`config.mk`:
```
export PLATFORM = sky130hd
export DESIGN_NAME = icache_line_fill_flat
export DESIGN_NICKNAME = d
export VERILOG_FILES = /design/src/rtl/icache_line_fill_if.sv /design/src/rtl/icache_line_fill.sv /design/src/flat_wrapper.sv
export SDC_FILE = /design/constraint.sdc
export NUM_CORES = 1
export LEC_CHECK = 0
export CAP_MARGIN = 20
export CORE_MARGIN = 2
export CORE_UTILIZATION = 43
export DETAILED_ROUTE_END_ITERATION = 8
export GPL_TIMING_DRIVEN = 1
export PLACE_DENSITY = 0.77
export SLEW_MARGIN = 10
export SYNTH_ARGS = -nofsm -noshare
export SYNTH_HDL_FRONTEND = slang
export SYNTH_SLANG_ARGS = --single-unit
```
`constraint.sdc`:
```
create_clock -name clk -period 8.1 [get_ports clk]
set_input_delay 0.81 -clock clk [delete_from_list [all_inputs] [get_ports clk]]
set_output_delay 0.81 -clock clk [all_outputs]
set_load 0.005 [all_outputs]
```
`src/rtl/icache_line_fill_if.sv`:
```
// Bundle of signals between the refill engine, the instruction cache and main memory.
// The slave modport is the engine's view. The master modport is the view of the
// surrounding environment: the cache and the memory port.
interface icache_line_fill_if;
  // Cache-side miss request
  logic         miss_req;
  logic [31:0]  miss_addr;
  logic         abort;
  logic         busy;
  // Word-wide memory read port
  logic         mem_rd;
  logic [31:0]  mem_addr;
  logic         mem_ready;
  logic [31:0]  mem_rdata;
  // Early critical word and completed line
  logic         crit_valid;
  logic [31:0]  crit_word;
  logic         fill_valid;
  logic [31:0]  fill_addr;
  logic [127:0] dline;

  modport master (
    output miss_req, miss_addr, abort, mem_ready, mem_rdata,
    input  busy, mem_rd, mem_addr, crit_valid, crit_word, fill_valid, fill_addr, dline
  );

  modport slave (
    input  miss_req, miss_addr, abort, mem_ready, mem_rdata,
    output busy, mem_rd, mem_addr, crit_valid, crit_word, fill_valid, fill_addr, dline
  );
endinterface

```
`src/rtl/icache_line_fill.sv`:
```
// I-cache line refill engine. It fetches the four words of a 128-bit line
// critical word first. The critical word is forwarded early, and the assembled
// line is presented for a single-cycle write into the cache.
module icache_line_fill #(
  parameter int LINE_WORDS = 4
) (
  input  logic              clk,
  input  logic              reset,
  icache_line_fill_if.slave bus
);

  localparam logic [1:0] LAST_WORD = 2'(LINE_WORDS - 1);

  typedef enum logic [1:0] {IDLE, FETCH, DONE} state_t;

  state_t       state_reg;
  logic [27:0]  base_reg;        // line base address bits [31:4]
  logic [1:0]   idx_reg;         // lane that the next captured word is written to
  logic [1:0]   cnt_reg;         // number of words already captured
  logic         abort_pend_reg;  // a redirect was seen while a read was in flight

  logic         busy_reg;
  logic         mem_rd_reg;
  logic [31:0]  mem_addr_reg;
  logic         crit_valid_reg;
  logic [31:0]  crit_word_reg;
  logic         fill_valid_reg;
  logic [31:0]  fill_addr_reg;
  logic [127:0] dline_reg;

  logic [1:0]   idx_inc;
  logic         aborting;

  // The word order wraps from lane 3 back to lane 0.
  assign idx_inc  = idx_reg + 2'd1;
  // A redirect in the same cycle as a handshake takes effect after that handshake.
  assign aborting = bus.abort | abort_pend_reg;

  // Refill state machine. Every output is a register.
  always_ff @(posedge clk or posedge reset) begin
    if (reset) begin
      state_reg      <= IDLE;
      base_reg       <= '0;
      idx_reg        <= '0;
      cnt_reg        <= '0;
      abort_pend_reg <= 1'b0;
      busy_reg       <= 1'b0;
      mem_rd_reg     <= 1'b0;
      mem_addr_reg   <= '0;
      crit_valid_reg <= 1'b0;
      crit_word_reg  <= '0;
      fill_valid_reg <= 1'b0;
      fill_addr_reg  <= '0;
      dline_reg      <= '0;
    end else begin
      crit_valid_reg <= 1'b0;
      fill_valid_reg <= 1'b0;
      case (state_reg)
        IDLE: begin
          if (bus.miss_req) begin
            base_reg       <= bus.miss_addr[31:4];
            idx_reg        <= bus.miss_addr[3:2];
            cnt_reg        <= '0;
            abort_pend_reg <= 1'b0;
            busy_reg       <= 1'b1;
            mem_rd_reg     <= 1'b1;
            mem_addr_reg   <= {bus.miss_addr[31:2], 2'b00};
            state_reg      <= FETCH;
          end
        end
        FETCH: begin
          if (bus.mem_ready) begin
            dline_reg[{idx_reg, 5'b0} +: 32] <= bus.mem_rdata;
            idx_reg      <= idx_inc;
            cnt_reg      <= cnt_reg + 2'd1;
            mem_addr_reg <= {base_reg, idx_inc, 2'b00};
            if (cnt_reg == 2'd0 && !aborting) begin
              crit_valid_reg <= 1'b1;
              crit_word_reg  <= bus.mem_rdata;
            end
            if (aborting) begin
              // The outstanding read has returned, so the fill can be dropped.
              abort_pend_reg <= 1'b0;
              busy_reg       <= 1'b0;
              mem_rd_reg     <= 1'b0;
              state_reg      <= IDLE;
            end else if (cnt_reg == LAST_WORD) begin
              mem_rd_reg     <= 1'b0;
              fill_valid_reg <= 1'b1;
              fill_addr_reg  <= {base_reg, 4'b0};
              state_reg      <= DONE;
            end
          end else if (bus.abort) begin
            abort_pend_reg <= 1'b1;
          end
        end
        DONE: begin
          busy_reg  <= 1'b0;
          state_reg <= IDLE;
        end
        default: state_reg <= IDLE;
      endcase
    end
  end

  assign bus.busy       = busy_reg;
  assign bus.mem_rd     = mem_rd_reg;
  assign bus.mem_addr   = mem_addr_reg;
  assign bus.crit_valid = crit_valid_reg;
  assign bus.crit_word  = crit_word_reg;
  assign bus.fill_valid = fill_valid_reg;
  assign bus.fill_addr  = fill_addr_reg;
  assign bus.dline      = dline_reg;

endmodule
```
`src/flat_wrapper.sv`:
```
// flat-port wrapper written by rule: the top's interface ports become plain ports
module icache_line_fill_flat 
#(
  parameter int LINE_WORDS = 4
)
  (clk, reset, bus_miss_req, bus_miss_addr, bus_abort, bus_mem_ready, bus_mem_rdata, bus_busy, bus_mem_rd, bus_mem_addr, bus_crit_valid, bus_crit_word, bus_fill_valid, bus_fill_addr, bus_dline);
  icache_line_fill_if bus_i ();
  input  logic clk;
  input  logic reset;
  input wire logic [$bits(bus_i.miss_req)-1:0] bus_miss_req;
  input wire logic [$bits(bus_i.miss_addr)-1:0] bus_miss_addr;
  input wire logic [$bits(bus_i.abort)-1:0] bus_abort;
  input wire logic [$bits(bus_i.mem_ready)-1:0] bus_mem_ready;
  input wire logic [$bits(bus_i.mem_rdata)-1:0] bus_mem_rdata;
  output wire logic [$bits(bus_i.busy)-1:0] bus_busy;
  output wire logic [$bits(bus_i.mem_rd)-1:0] bus_mem_rd;
  output wire logic [$bits(bus_i.mem_addr)-1:0] bus_mem_addr;
  output wire logic [$bits(bus_i.crit_valid)-1:0] bus_crit_valid;
  output wire logic [$bits(bus_i.crit_word)-1:0] bus_crit_word;
  output wire logic [$bits(bus_i.fill_valid)-1:0] bus_fill_valid;
  output wire logic [$bits(bus_i.fill_addr)-1:0] bus_fill_addr;
  output wire logic [$bits(bus_i.dline)-1:0] bus_dline;
  assign bus_i.miss_req = bus_miss_req;
  assign bus_i.miss_addr = bus_miss_addr;
  assign bus_i.abort = bus_abort;
  assign bus_i.mem_ready = bus_mem_ready;
  assign bus_i.mem_rdata = bus_mem_rdata;
  assign bus_busy = bus_i.busy;
  assign bus_mem_rd = bus_i.mem_rd;
  assign bus_mem_addr = bus_i.mem_addr;
  assign bus_crit_valid = bus_i.crit_valid;
  assign bus_crit_word = bus_i.crit_word;
  assign bus_fill_valid = bus_i.fill_valid;
  assign bus_fill_addr = bus_i.fill_addr;
  assign bus_dline = bus_i.dline;
  icache_line_fill #(.LINE_WORDS(LINE_WORDS)) u_core (.clk(clk), .reset(reset), .bus(bus_i));
endmodule
```
==> results of run 1 <==
[layer usage]
metal	up-vias	wire [um]	track usage, %
met3	36	2443	6.583
li1	3140	-	-
met5	-	0	0
met4	0	541	5.417
met2	316	12490	34.75
met1	3526	11410	28.37
[final cells by class]
cell class | count | area [um2] | area share [%]
flip-flops and latches | 255 | 6381 | 45.57
repair buffers | 298 | 2978 | 21.27
clock buffers | 32 | 724.4 | 5.174
clock inverters | 18 | 266.5 | 1.903
inverters | 10 | 45.04 | 0.3217
well taps | 285 | 356.6 | 2.547
multi-input cells | 411 | 3251 | 23.22
[cell usage after synthesis]
cell / count / area, um2
dfrtp_1: 255 / 6381
a22o_1: 101 / 884.6
mux2_2: 89 / 1002
nand2_1: 68 / 255.2
o21ai_0: 61 / 305.3
mux2i_1: 30 / 300.3
clkbuf_1: 22 / 82.58
buf_2: 16 / 80.08
ha_1: 12 / 150.1
nand2b_1: 11 / 68.82
buf_4: 10 / 75.07
inv_1: 10 / 37.54
nor2_1: 4 / 15.01
nor2b_1: 4 / 25.02
a21oi_1: 2 / 10.01
and2_1: 2 / 12.51
and3_1: 2 / 12.51
and3b_1: 2 / 17.52
buf_6: 2 / 22.52
a211o_1: 1 / 8.760
a31o_2: 1 / 8.760
a31oi_1: 1 / 6.260
a32o_1: 1 / 10.01
buf_1: 1 / 3.750
conb_1: 1 / 3.750
nand2_2: 1 / 6.260
nand3_1: 1 / 5.000
nand3_2: 1 / 10.01
nand3b_1: 1 / 7.510
nor2_8: 1 / 20.02
nor3_1: 1 / 5.000
nor3b_1: 1 / 7.510
nor4b_4: 1 / 23.77
o221ai_1: 1 / 8.760
o22ai_1: 1 / 6.260
o2bb2ai_1: 1 / 8.760
o31ai_1: 1 / 7.510
or4_1: 1 / 7.510
[worst min-delay path, delay by kind of cell, from the launching register on]
| family | cells | cell delay (ps) |
|---|---|---|
| AO/OA/AOI/OAI | 1 | 60 |
| flip-flops | 1 | 340 |
| AND/OR/NAND/NOR | 1 | 40 |
[path summary, 6_finish.rpt]
kind | end | cells past startpoint | slack, ps
min reg2reg | u_core.bus.mem_addr[12] | 2 | 470
min in group asynchronous | u_core.bus.crit_word[27] | 2 | 810
max | u_core.bus.dline[11] | 7 | 4680
max in group asynchronous | u_core.bus.dline[30] | 3 | 5800
min | u_core.bus.mem_addr[12] | 2 | 470
max reg2reg | u_core.bus.dline[11] | 7 | 4680
[power by group through the flow]
| stage | Sequential [mW] | Clock [mW] | Combinational, mW |
|---|---|---|---|
| 3_3_place_gp | 2.09 | 0 | 1.98 |
| 3_5_place_dp | 2.11 | 0 | 2.03 |
| 4_1_cts | 2.10 | 1.38 | 2.04 |
| 2_1_floorplan | 2.11 | 0 | 0.845 |
| 5_1_grt | 2.16 | 1.43 | 2.19 |
| 6_report | 2.10 | 1.35 | 2.02 |
[kinds of logic (layout without fill, tap and decap cells)]
kind of cell               count (synthesis)  after routing
buffers and inverters                     61            358
and+or+nand+nor                          102            102
DFF                                      255            255
AOI/OAI and AO/OA                        172            172
adders and majority gates                 12             12
muxes                                    119            119
other                                      1              6
==> reports/results.ini, run 1 <==
[outcome]
outcome=finished, final reports clean

[pwr]
p_per_area_nw_per_um2=390.7
p_int_mw=3.856
p_comb_share_pct=36.9
power.sequential.fraction_pct=38.4
total_power_mw=5.471
irDropWorstVdd_uv=232.4
p_leak_nw=6.280
clkPwrFrac_pct=24.8
p_sw_share_pct=29.52
switchingPower_mw=1.615

[synthesis]
avgSynthCellArea_um2=13.72
synth_area_um2=9903
ys_ff_latch=255
synth_top_family_by_area=multiplexers
ys_seq_area_share_pct=64.43
synth_fa_ha_area_share_pct=1.516
yosysUniqueCellTypes=38
synth_mux_area_share_pct=13.15
synth_compound_area_share_pct=12.77
synth_simple_gate_area_share_pct=5.041
synth_warnings=0
synth_xor_area_share_pct=0
syn_inst=722

[global_route]
grt_overflow=0
grt.total_usage_pct=21.45
grt_first_pass_wirelength_um=40940
antenna_found_initial=0
grt_max_degree=103
grt_pass1_vias=7109

[timing]
timing.final.crit_share_pct=42.25
finClkSkew_ps=23.07
worst_slew_pin_slew_ps=1141
max_slew_margin_pct=23.90
rsz0062_at_grt=no
max_clock_freq_mhz=292.2
hold_viol=0
setup_slack_ps=4678
finalSetupViolCount=0
holdWs_ps=474.7
post-route-min-period_ps=3422
setup_tns_ps=0
maxSlewViolCount=0

[final_layout]
finalInstanceArea_um2=14000
final_nets=1084
largest_reg_flops=128
area_growth_pct=41.39
fin_util_pct=61.85
fillCellCount=1732
final_common_cell=clkdlybuf4s50_1
layoutNonFillerInstCount=1309
n_antenna_cell=0
most-common-layout-cells=288 x clkdlybuf4s50_1, 255 x dfrtp_1, 101 x a22o_1
drive_gt1_share_pct=15.23

[die]
num_rows=55
die_h_um=155.8
die_width_um=155.8
fp.coreArea_um2=22640
start_util_pct=43.74
ios=297
die_area_um2=24260

[drt]
drc=0
vias=7018
first_iter_violations=378
wl_per_cell_um=20.54
via_per_inst=5.361
ant_nets=0
dr.pass1.iters=4
wl_um=26890

[critical_path]
crit_slowest_cell=nor4b_4
crit-reg2reg-launch=u_core.state_reg[1]
path_class=flip-flop to flip-flop
worst-path-buf-inv=2
crit_arrival_ps=3890
startpoint=u_core.state_reg[1]
start_kind=flip-flop
crit_family=simple AND/OR/NAND/NOR gates
slowest_delay_ps=1010
critPathCaptureType=flip-flop
worstPathRequired_ps=8570
cp_max_fo=33
crit_path_cell_trace=inv_1 > ha_1 > and2_1 > nand2_2 > nor4b_4 > buf_4 > a22o_1

[placed_design]
dp_slack_ps=4217
hpwlAfterDp_um=17770
dpl.cell_count=1259
place_congestion=0.8139
portBuffers=288
place_area_um2=13010

[cts]
htreeDepth=1
cts_resized=0
clock-sinks=255
cts_tree=yes
clk_latency_ps=540
cts_setup_buffers=0
cts_buffers=27
holdBufCountCts=0
ctsLongestPathBuffers=3
clockRootBuffer=clkbuf_16
clk_transition_reported_paths_ps=60

[worst_hold_path]
hp-start=u_core.bus.mem_addr[12]
holdCritPathClass=flip-flop to flip-flop

[flow_run]
drv_cap=0

Note: power is estimated with default switching activity, not from simulation.
==> run 2: changes to the inputs <==
- CORE_UTILIZATION: 43 -> 47
- PLACE_DENSITY: 0.77 -> 0.8
- clock period: 8.1 -> 3.6 ns (I/O delays scaled with it)
==> reports/results.ini, run 2 (same netlist as run 1, synthesis figures left out) <==
[timing]
maxSlewViolCount=0  ; unchanged
worst_slew_pin_slew_ps=810.4  ; -331.0 ps
max_clock_freq_mhz=378.4  ; +29%
max_slew_margin_pct=45.86  ; +22 points
timing.final.crit_share_pct=73.41  ; +31 points
post-route-min-period_ps=2643  ; -779.2 ps
finClkSkew_ps=11.74  ; -11.32 ps
rsz0062_at_grt=no
finalSetupViolCount=0  ; unchanged
holdWs_ps=332.8  ; -142.0 ps
hold_viol=0  ; unchanged

[critical_path]
cp_max_fo=23  ; -30%
path_class=flip-flop to flip-flop
crit_arrival_ps=3090  ; -800 ps
worstPathRequired_ps=4050  ; -4520 ps
critPathCaptureType=flip-flop
reg2reg_to=u_core.bus.dline[92]
start_kind=flip-flop
crit-reg2reg-launch=u_core.idx_reg[0]
rrSetupSlack_ps=960  ; -3720 ps
reg2reg_depth=6  ; -1

[cts]
clk_transition_reported_paths_ps=60  ; about the same
cts_buffers=27  ; unchanged
cts_tree=yes
clockRootBuffer=clkbuf_16
clk_latency_ps=520  ; -20 ps
cts_resized=0  ; unchanged
htreeDepth=1  ; unchanged
clock-sinks=255  ; unchanged
cts_setup_buffers=0  ; unchanged
ctsLongestPathBuffers=3  ; unchanged
holdBufCountCts=0  ; unchanged

[drt]
vias=7113  ; +1.4%
wl_um=26500  ; -1.4%
drc=0  ; unchanged
dr.pass1.iters=4  ; unchanged
via_per_inst=5.455  ; +1.7%
wl_per_cell_um=20.32  ; -1.1%
ant_nets=0  ; unchanged
first_iter_violations=373  ; -1.3%

[final_layout]
multi_input_comb_area_um2=3251  ; unchanged
largest_reg_flops=128  ; unchanged
final_common_cell=clkdlybuf4s50_1
drive_gt1_share_pct=15.55  ; +0.31 points
seq_area_um2=6381  ; unchanged
n_antenna_cell=0  ; unchanged
fillCellCount=1517  ; -12%
area_growth_pct=41.77
most-common-layout-cells=288 x clkdlybuf4s50_1, 255 x dfrtp_1, 101 x a22o_1
final_nets=1091  ; +0.65%
fin_util_pct=67.43  ; +5.6 points

[global_route]
grt.total_usage_pct=23.79  ; +2.3 points
antenna_found_initial=0  ; unchanged
grt_overflow=0  ; unchanged
grt_pass1_vias=7232  ; +1.7%
grt_first_pass_wirelength_um=41430  ; +1.2%
grt_max_degree=91  ; -12%

[die]
start_util_pct=47.56  ; +3.8 points
die_h_um=149.2  ; -4.2%
die_area_um2=22250  ; -8.3%
ios=297  ; unchanged
fp.coreArea_um2=20820  ; -8.0%
die_width_um=149.2  ; -4.2%
num_rows=53  ; -3.6%

[placed_design]
place_congestion=0.7758  ; -4.7%
hpwlAfterDp_um=17990  ; +1.2%
portBuffers=288  ; unchanged

[pwr]
irDropWorstVdd_uv=462.3  ; +99%
p_per_area_nw_per_um2=870.8  ; +120%
p_leak_nw=6.325  ; +0.71%

[worst_hold_path]
holdCritPathClass=input pin to async pin

[flow_run]
drv_cap=0  ; unchanged

[outcome]
outcome=finished, final reports clean

## run 2: cell types whose count changed in the layout (fill, tap and decap cells not counted), sizes merged
cell      before  now
bufinv         6    4
clkbuf        32   39
clkinvlp       6    2
inv           11    9
clkinv         5    4
buf           10   17
## run 2: worst max-delay path, cell delays in order, from the launching register on
cell and delay [ps]:
dfrtp_1 540, inv_1 160, ha_1 460, nand2_1 70, or4_1 670, nor2_8 430
a22o_1 220
## run 2: routing by layer
layer,track usage (%),share of wire (%),up-vias
met1,30.65,40,3575
met3,7.554,9.5,58
met2,38.80,48,326
li1,-,-,3154
met5,0,0,-
met4,7.143,2.8,0
## run 2: cell type report
cell class	count	area share, %
clock buffer	39	5.775
tap	275	2.451
inverter	10	0.2941
timing repair buffer	305	21.80
multi-input combinational	411	23.15
sequential	255	45.45
clock inverter	9	1.078
## run 2: worst max-delay path by stage
stage	startpoint	to	cells past startpoint
after global routing	u_core.idx_reg[0]	u_core.bus.dline[75]	6
after detailed placement	u_core.idx_reg[0]	u_core.bus.dline[86]	6
after floorplan	reset	u_core.abort_pend_reg	1
final	u_core.idx_reg[0]	u_core.bus.dline[92]	6
after CTS	u_core.idx_reg[0]	u_core.bus.dline[95]	6
after global placement	u_core.idx_reg[0]	u_core.bus.dline[88]	6
## run 2: report_power, final
part / total [mW] / internal [mW] / switching, mW
Sequential: 4.73 / 4.03 / 0.700
Clock: 2.94 / 1.84 / 1.10
Combinational: 4.55 / 2.79 / 1.77
## run 2: metrics by stage
| step | TNS, ps | power [mW] | area (um2) | instances | setup WS (ps) |
|---|---|---|---|---|---|
| after floorplan | -30000 | 6.642 | 9926 | 727 | -117.6 |
| after global placement | 0 | 9.176 | 13080 | 1256 | 1065 |
| after detailed placement | 0 | 9.344 | 13080 | 1256 | 977.7 |
| after CTS | 0 | 12.35 | 14040 | 1304 | 938.6 |
| after global routing | 0 | 12.96 | 14040 | 1304 | 799.7 |
| final | 0 | 12.23 | 14040 | 1304 | 957.2 |
